==> config.mk <==
export PLATFORM = sky130hd
export DESIGN_NAME = instr_loader
export DESIGN_NICKNAME = d
export VERILOG_FILES = /design/src/rtl/instr_loader_pkg.sv /design/src/rtl/instr_packer.sv /design/src/rtl/instr_loader.sv
export SDC_FILE = /design/constraint.sdc
export NUM_CORES = 1
export LEC_CHECK = 0
export ABC_AREA = 0
export CORE_MARGIN = 8
export CORE_UTILIZATION = 50
export CTS_BUF_LIST = sky130_fd_sc_hd__clkbuf_8
export DETAILED_ROUTE_END_ITERATION = 7
export GPL_TIMING_DRIVEN = 0
export PLACE_DENSITY = 0.82
export SYNTH_ARGS = -nofsm -noshare
export SYNTH_HDL_FRONTEND = slang
export SYNTH_SLANG_ARGS = --single-unit
==> constraint.sdc <==
create_clock -name clk -period 6.5 [get_ports clk]
set_input_delay 1.3 -clock clk [delete_from_list [all_inputs] [get_ports clk]]
set_output_delay 1.3 -clock clk [all_outputs]
set_load 0.03 [all_outputs]
==> src/rtl/instr_loader_pkg.sv <==
// Shared instruction-set definitions: opcodes, formats and field positions.
// LOADER_HALT_STOP_EN adds a STOPPED state entered after an HLT word is written.
package instr_loader_pkg;

  localparam logic [3:0] OP_ADDI = 4'h0;
  localparam logic [3:0] OP_ADD  = 4'h1;
  localparam logic [3:0] OP_LW   = 4'h2;
  localparam logic [3:0] OP_SUBI = 4'h3;
  localparam logic [3:0] OP_SUB  = 4'h4;
  localparam logic [3:0] OP_BEQ  = 4'h5;
  localparam logic [3:0] OP_BNE  = 4'h6;
  localparam logic [3:0] OP_SLT  = 4'h7;
  localparam logic [3:0] OP_SLTI = 4'h8;
  localparam logic [3:0] OP_JMP  = 4'h9;
  localparam logic [3:0] OP_SW   = 4'hA;
  localparam logic [3:0] OP_SRA  = 4'hB;
  localparam logic [3:0] OP_SLL  = 4'hC;
  localparam logic [3:0] OP_HLT  = 4'hD;
  localparam logic [3:0] OP_NAND = 4'hE;
  localparam logic [3:0] OP_BLT  = 4'hF;

  localparam int OPC_LSB = 12;
  localparam int RD_LSB  = 9;
  localparam int RS1_LSB = 6;
  localparam int RS2_LSB = 3;
  localparam int IMM_LSB = 0;
  localparam int JT_LSB  = 0;

  typedef enum logic [1:0] {R_TYPE, I_TYPE, J_TYPE, NONE} instr_fmt_e;

`ifdef LOADER_HALT_STOP_EN
  typedef enum logic [1:0] {IDLE, WR_HI, WR_LO, STOPPED} ld_state_e;
`else
  typedef enum logic [1:0] {IDLE, WR_HI, WR_LO} ld_state_e;
`endif

  function automatic instr_fmt_e op_format(input logic [3:0] op);
    case (op)
      OP_ADD, OP_SUB, OP_SLT: return R_TYPE;
      OP_JMP:                 return J_TYPE;
      OP_HLT:                 return NONE;
      default:                return I_TYPE;
    endcase
  endfunction

endpackage

==> src/rtl/instr_packer.sv <==
// Combinational packing of instruction fields into a 16-bit word.
// Fields unused by the opcode's format are forced to zero.
module instr_packer
  import instr_loader_pkg::*;
(
  input  logic [3:0]  opcode,
  input  logic [2:0]  rd,
  input  logic [2:0]  rs1,
  input  logic [2:0]  rs2,
  input  logic [5:0]  imm,
  input  logic [11:0] jtarget,
  output logic [15:0] word
);

  always_comb begin
    word = '0;
    word[OPC_LSB +: 4] = opcode;
    case (op_format(opcode))
      R_TYPE: begin
        word[RD_LSB  +: 3] = rd;
        word[RS1_LSB +: 3] = rs1;
        word[RS2_LSB +: 3] = rs2;
      end
      I_TYPE: begin
        word[RD_LSB  +: 3] = rd;
        word[RS1_LSB +: 3] = rs1;
        word[IMM_LSB +: 6] = imm;
      end
      J_TYPE:  word[JT_LSB +: 12] = jtarget;
      default: ;
    endcase
  end

endmodule

==> src/rtl/instr_loader.sv <==
// Packs instruction fields and streams each word into byte-wide program memory,
// high byte first. LOADER_HALT_STOP_EN: stop accepting after an HLT word.
module instr_loader
  import instr_loader_pkg::*;
#(
  parameter int                    ADDR_WIDTH = 8,
  parameter logic [ADDR_WIDTH-1:0] RESET_ADDR = '0
) (
  input  logic                  clk,
  input  logic                  rst,
  input  logic                  in_valid,
  output logic                  in_ready,
  input  logic [3:0]            opcode,
  input  logic [2:0]            rd,
  input  logic [2:0]            rs1,
  input  logic [2:0]            rs2,
  input  logic [5:0]            imm,
  input  logic [11:0]           jtarget,
  input  logic                  load_addr,
  input  logic [ADDR_WIDTH-1:0] start_addr,
  output logic                  mem_we,
  output logic [ADDR_WIDTH-1:0] mem_addr,
  output logic [7:0]            mem_wdata,
  output logic                  full,
  output logic [ADDR_WIDTH-1:0] instr_count
);

  ld_state_e             state_q, state_d;
  logic [ADDR_WIDTH-1:0] ptr_q, ptr_d, cnt_q, cnt_d, mem_addr_q, mem_addr_d;
  logic [15:0]           word_q, word_d, packed_word;
  logic [7:0]            mem_wdata_q, mem_wdata_d;
  logic                  mem_we_q, mem_we_d, full_q, full_d;
  logic [ADDR_WIDTH-1:0] ptr_next, load_ptr;
  logic                  last_slot, halt_word, accept;

  instr_packer u_packer (
    .opcode  (opcode),
    .rd      (rd),
    .rs1     (rs1),
    .rs2     (rs2),
    .imm     (imm),
    .jtarget (jtarget),
    .word    (packed_word)
  );

  assign ptr_next  = ptr_q + ADDR_WIDTH'(2);
  assign last_slot = (ptr_next == '0);
  assign load_ptr  = {start_addr[ADDR_WIDTH-1:1], 1'b0};
`ifdef LOADER_HALT_STOP_EN
  assign halt_word = (word_q[OPC_LSB +: 4] == OP_HLT);
`else
  assign halt_word = 1'b0;
`endif

  // A follow-on accept during the write that fills the last slot would wrap
  // onto address 0, so it is refused just like an accept while full.
  always_comb begin
    in_ready = 1'b0;
    if (!full_q && !load_addr)
      in_ready = (state_q == IDLE) ||
                 ((state_q == WR_LO) && !last_slot && !halt_word);
  end

  assign accept = in_valid && in_ready;

  always_comb begin
    state_d     = state_q;
    ptr_d       = ptr_q;
    cnt_d       = cnt_q;
    word_d      = word_q;
    full_d      = full_q;
    mem_we_d    = 1'b0;
    mem_addr_d  = mem_addr_q;
    mem_wdata_d = mem_wdata_q;
    case (state_q)
      IDLE: begin
        if (load_addr) begin
          ptr_d  = load_ptr;
          cnt_d  = '0;
          full_d = 1'b0;
        end else if (accept) begin
          word_d      = packed_word;
          state_d     = WR_HI;
          mem_we_d    = 1'b1;
          mem_addr_d  = ptr_q;
          mem_wdata_d = packed_word[15:8];
        end
      end
      WR_HI: begin
        state_d     = WR_LO;
        mem_we_d    = 1'b1;
        mem_addr_d  = ptr_q + ADDR_WIDTH'(1);
        mem_wdata_d = word_q[7:0];
      end
      WR_LO: begin
        ptr_d  = ptr_next;
        cnt_d  = cnt_q + ADDR_WIDTH'(1);
        full_d = last_slot;
        if (accept) begin
          word_d      = packed_word;
          state_d     = WR_HI;
          mem_we_d    = 1'b1;
          mem_addr_d  = ptr_next;
          mem_wdata_d = packed_word[15:8];
        end else begin
`ifdef LOADER_HALT_STOP_EN
          state_d = halt_word ? STOPPED : IDLE;
`else
          state_d = IDLE;
`endif
        end
      end
`ifdef LOADER_HALT_STOP_EN
      STOPPED: begin
        if (load_addr) begin
          ptr_d   = load_ptr;
          cnt_d   = '0;
          full_d  = 1'b0;
          state_d = IDLE;
        end
      end
`endif
      default: state_d = IDLE;
    endcase
  end

  always_ff @(posedge clk) begin
    if (rst) begin
      state_q     <= IDLE;
      ptr_q       <= RESET_ADDR;
      cnt_q       <= '0;
      word_q      <= '0;
      full_q      <= 1'b0;
      mem_we_q    <= 1'b0;
      mem_addr_q  <= '0;
      mem_wdata_q <= '0;
    end else begin
      state_q     <= state_d;
      ptr_q       <= ptr_d;
      cnt_q       <= cnt_d;
      word_q      <= word_d;
      full_q      <= full_d;
      mem_we_q    <= mem_we_d;
      mem_addr_q  <= mem_addr_d;
      mem_wdata_q <= mem_wdata_d;
    end
  end

  assign mem_we      = mem_we_q;
  assign mem_addr    = mem_addr_q;
  assign mem_wdata   = mem_wdata_q;
  assign full        = full_q;
  assign instr_count = cnt_q;

endmodule

=== Word level (Yosys, flattened, before mapping) ===
Cells that the tools add are included.

* $add $sub $neg: 3
* Multipliers: 0
* Divide/modulo/power cells: 0
* Order comparisons: 0
* Equal/unequal tests: 13
* Shift operators: 0
* Muxes and demuxes: 27
* Bitwise operators: 0
* Reduce and logical (&&, ||, !) cells: 18

{| class="wikitable"
|+ Operators by type and width
! operator !! count
|-
| two-way mux 8 bit || 7
|-
| case mux 8 bit (3 select lines) || 2
|-
| two-way mux 16 bit || 2
|-
| case mux 16 bit (2 select lines) || 1
|-
| case mux 8 bit (2 select lines) || 2
|-
| case mux 9 bit (3 select lines) || 1
|-
| adder 8 x 1 -> 8 bit, second input constant || 2
|-
| case mux 2 bit (3 select lines) || 2
|-
| adder 8 x 2 -> 8 bit, second input constant || 1
|-
| equality test 4 x 3 -> 1 bit, second input constant || 2
|-
| equality test 4 bit, second input constant || 2
|-
| zero test 8 bit || 1
|-
| != test 2 bit, second input constant || 4
|-
| AND reduction 2 bit || 4
|-
| case mux 3 bit (2 select lines) || 1
|-
| two-way mux 1 bit || 5
|-
| equality test 2 x 1 -> 1 bit, second input constant || 2
|-
| equality test 2 bit, second input constant || 2
|-
| equality test 4 x 1 -> 1 bit, second input constant || 1
|-
| zero test 2 bit || 2
|-
| two-way mux 2 bit || 2
|-
| AND reduction 4 bit || 1
|-
| logical AND 1 bit || 3
|-
| zero test 1 bit || 3
|-
| other kinds (6) || 6
|}

* Bits in registers: 52
* Latch bits: 0
* Bits in writable memories: 0
* Bits in read-only memories: 0
* Memories kept: 0

=== Longest topological paths before layout ===
* Word-level depth: 10
* Mapped depth: 8

=== Modules after synthesis ===
A second synthesis with hierarchy kept.

* Cells, all modules: 364
* Area, all modules: 3,090.5 sq um

{| class="wikitable"
|+ By module, submodules not included
! module !! times used !! cells an instance !! area an instance (sq um)
|-
| instr_loader || 1 || 309 || 2,712.6
|-
| instr_packer || 1 || 55 || 377.9
|}

=== Least setup slack after synthesis ===
No wires, ideal clock.

* Path kind: reg2out
* Start: reg ptr_q[1]
* End: out in_ready
* Arrival time: 2,054 ps
* Data required time: 5,200 ps
* Path slack: 3,146 ps
* Stages on the path, launching flop included: 7
* Path buffers: 0
* Path through: dfxtp_1 -> ha_1 -> nand2b_1 -> nor3_4 -> o22ai_4 -> a21oi_1 -> nor3_1

* Cells in the longest elaborated chain, start to end: 6

{| class="wikitable"
|+ RTL lines
! what !! RTL line !! text
|-
| start: declaration || instr_loader.sv:29 || <nowiki>logic [ADDR_WIDTH-1:0] ptr_q, ptr_d, cnt_q, cnt_d, mem_addr_q, mem_addr_d;</nowiki>
|-
| start signal: assignment || instr_loader.sv:139 || <nowiki>ptr_q <= ptr_d;</nowiki>
|-
| adder 8 x 2 -> 8 bit || instr_loader.sv:46 || <nowiki>assign ptr_next = ptr_q + ADDR_WIDTH'(2);</nowiki>
|-
| zero test 8 bit || instr_loader.sv:47 || <nowiki>assign last_slot = (ptr_next == '0);</nowiki>
|-
| zero test 1 bit || instr_loader.sv:61 || <nowiki>((state_q == WR_LO) && !last_slot && !halt_word);</nowiki>
|-
| logical AND 1 bit || instr_loader.sv:61 ||
|-
| logical OR 1 bit || instr_loader.sv:60 || <nowiki>in_ready = (state_q == IDLE) ||</nowiki>
|-
| two-way mux 1 bit || instr_loader.sv:59 || <nowiki>if (!full_q && !load_addr)</nowiki>
|-
| end: declaration || instr_loader.sv:12 || <nowiki>output logic in_ready,</nowiki>
|}

Every way passes these cells.

=== Worst setup path in the final report ===
Ends and elaborated chain as after synthesis.

==> results.cfg <==
[critical_path]
r2r_cells = 6
reg2reg_from = ptr_q[1]$_SDFFE_PP0P_
max_stage_delay_ns = 0.62
path_buf_inv = 1
cp_cell_sequence = ha_1, nand2b_1, nor4_4, o22ai_4, a21oi_1, nor3_1, clkdlybuf4s50_1
slowest_stage = clkdlybuf4s50_1
arrival_ns = 3.00
crit_required_ns = 5.20
critPathLaunchType = flop
cp_top_family = simple AND/OR/NAND/NOR gates
crit_path_start = ptr_q[1]$_SDFFE_PP0P_
critPathMaxFanout = 10
timing.rr.end = mem_wdata[5]$_SDFFE_PP0P_
critPathCaptureType = output pin
crit_type = flop to output pin
rrSetupSlack_ns = 4.16

[min_path]
hold_path_end = mem_wdata[7]$_SDFFE_PP0P_
whs_path_depth = 2
min_path_type = flop to flop
hold_start = mem_wdata[7]$_SDFFE_PP0P_

[synth]
yosys.area.top_type_share = 0.330
synth_cell_types = 56
synth_seq_cells = 43
synth-edff-count = 0
syn_inst = 309
async_reset_ff_frac = 0
synth_flop_cell = dfxtp_1
synth_area_leaders = dfxtp_1, nand2_1, a21oi_1
seq_area_frac_synth = 0.330
synth_top_cell_by_area = dfxtp_1
synth_area_um2 = 2610
avgSynthCellArea_um2 = 8.44
yosysWarnings = 0
synthesis.nets = 358

[detailed_routing]
via_per_inst = 5.60
routedWlPerCell_um = 16.2
drt_iter0_drc = 124
drc_errors = 0
dr.pass1.iters = 4
num_vias = 2548
final_antenna_net_count = 0
wl_mm = 7.37

[floorplanning]
io_pins = 70
initial_utilization = 0.514
die_h_um = 88.2
placementRows = 26
die_w_um = 88.2
die_area_um2 = 7780
core-area_um2 = 5070

[timing]
max_freq_mhz = 232
setup-violations-final = 0
fin_skew_ns = 0.00717
worstMarginPinSlew_ns = 0.688
hold_viol_final = 0
hold_slack_ns = 0.465
slew_viol_final = 0
fin_ws_ns = 2.20
relSlewSlack = 0.537
min_period_over_period = 0.662
rsz0062_at_grt = no
period_needed_ns = 4.30
finalSetupTns_ns = 0

[cells_and_area]
drive_gt1_frac = 0.0961
nNetsFinal = 433
fin_util = 0.689
antennaDiodeCount = 0
area_delta_synth_final_pct = 34.0

[outcome]
outcome = finished clean

[pwr]
p_seq_frac = 0.408
p_leak_nw = 1.30
p_int_uw = 505
p_comb_frac = 0.298
clockPowerShare = 0.294
powerDensity_nw_per_um2 = 209
p_sw_uw = 226
fin_total_pwr_uw = 731
ir_drop_v = 0.000168
switching_share = 0.309

[cts]
cts_buffers = 5
clkTransAtPathRegs_ns = 0.08
cts_resized = 0
cts.sinks = 43
cts_tree = built
htreeDepth = 2
clockBufferDepth = 2
postCtsSetupBuffers = 0
clk_latency_ns = 0.29
clock-root-buffer = clkbuf_8
cts-hold-fix-buffers = 0

[global_routing]
track_usage = 0.191
grt-ovfl-total = 0
grt_pass1_wl_mm = 12.0
grt_max_degree = 14
grt_pass1_vias = 2473
grt_antenna_before_repair = 0

[job]
drv_cap = 0

[place]
place_ws_ns = 2.38
gp_congestion = 0.977
portBuffers = 68
dpl.hpwl_mm = 5.64
==> through the flow <==
stage	cell area, um^2	cells
after global routing	3490	455
after CTS	3490	455
final	3490	455
after global placement	3380	447
after floorplan	2610	309
after detailed placement	3380	447
==> metal layers <==
metal	vias to the layer above	track usage	part of all wire	wire length (um)
met2	77	0.333	0.48	3520
met1	1181	0.233	0.45	3350
met3	6	0.0409	0.060	444
li1	1284	-	-	-
met4	0	0.0399	0.0077	57
met5	-	0	0	0
==> cell type report <==
cell class,count,area [um^2]
multi-input cells,229,1600
fillers,432,1580
flip-flops and latches,43,861
repair buffers,68,681
plain buffers,22,92.6
well taps,70,87.6
clock buffers,6,82.6
inverters,15,56.3
clock inverters,2,35.0
==> power groups by stage <==
stage	Sequential (mW)	Combinational [mW]	Clock (mW)
finish	0.298	0.218	0.215
global route	0.301	0.236	0.229
global placement	0.303	0.213	0
floorplan	0.325	0.115	0
CTS	0.298	0.218	0.218
detailed placement	0.304	0.216	0
==> synthesized netlist by cell type, types with 5 or more instances <==
library cell  number
a211oi_1          12
nand2_1           33
nor2_1            21
o311ai_0           6
clkbuf_1          15
xor2_1             8
mux2_2             6
ha_1               6
dfxtp_1           43
mux2i_1           10
o21ai_0           11
nand3b_1           5
a31oi_1            7
a21oi_1           21
nand3_1           14
inv_1             15
==> flip-flops by register name, summed over array words and instances, names as in the netlist <==
name	count
mem_addr	8
word_q	8
mem_we	1
instr_count	8
mem_wdata	8
ptr_q	7
full	1
state_q	2
==> worst reg2reg max path, stage by stage, from the launching register on <==
cell	delay, ns
dfxtp_1	0.53
ha_1	0.34
nand2b_1	0.24
nor4_4	0.30
o22ai_4	0.20
a31oi_4	0.40
mux2i_1	0.26
==> logic make-up after synthesis <==
logic type / Yosys count / share of synthesized area
compound gates: 91 / 0.262
buf+inv: 37 / 0.0571
flops: 43 / 0.330
mux: 16 / 0.0643
simple gates: 106 / 0.224
fa+ha+maj: 7 / 0.0326
xor+xnor: 9 / 0.0302
==> placed cells by master, fill, tap and decap left out, types with 5 or more instances in the layout <==
cell type	count
clkdlybuf4s50_1	68
dfxtp_1	43
nand2_1	33
a21oi_1	21
nor2_1	21
inv_1	15
clkbuf_1	15
nand3_1	14
a211oi_1	12
o21ai_0	11
mux2i_1	10
xor2_1	8
a31oi_1	7
mux2_2	6
o311ai_0	6
ha_1	6
clkbuf_8	6
nand3b_1	5
==> worst max-delay path by stage <==
stage               slack (ns)       end  depth (start not counted)
finish                    2.20  in_ready                          7
global route              2.02  in_ready                          7
CTS                       2.21  in_ready                          7
detailed placement        2.38  in_ready                          3
global placement          2.35  in_ready                          3
floorplan                 3.15  in_ready                          6
No activity file was read; power rests on OpenSTA's default activity.
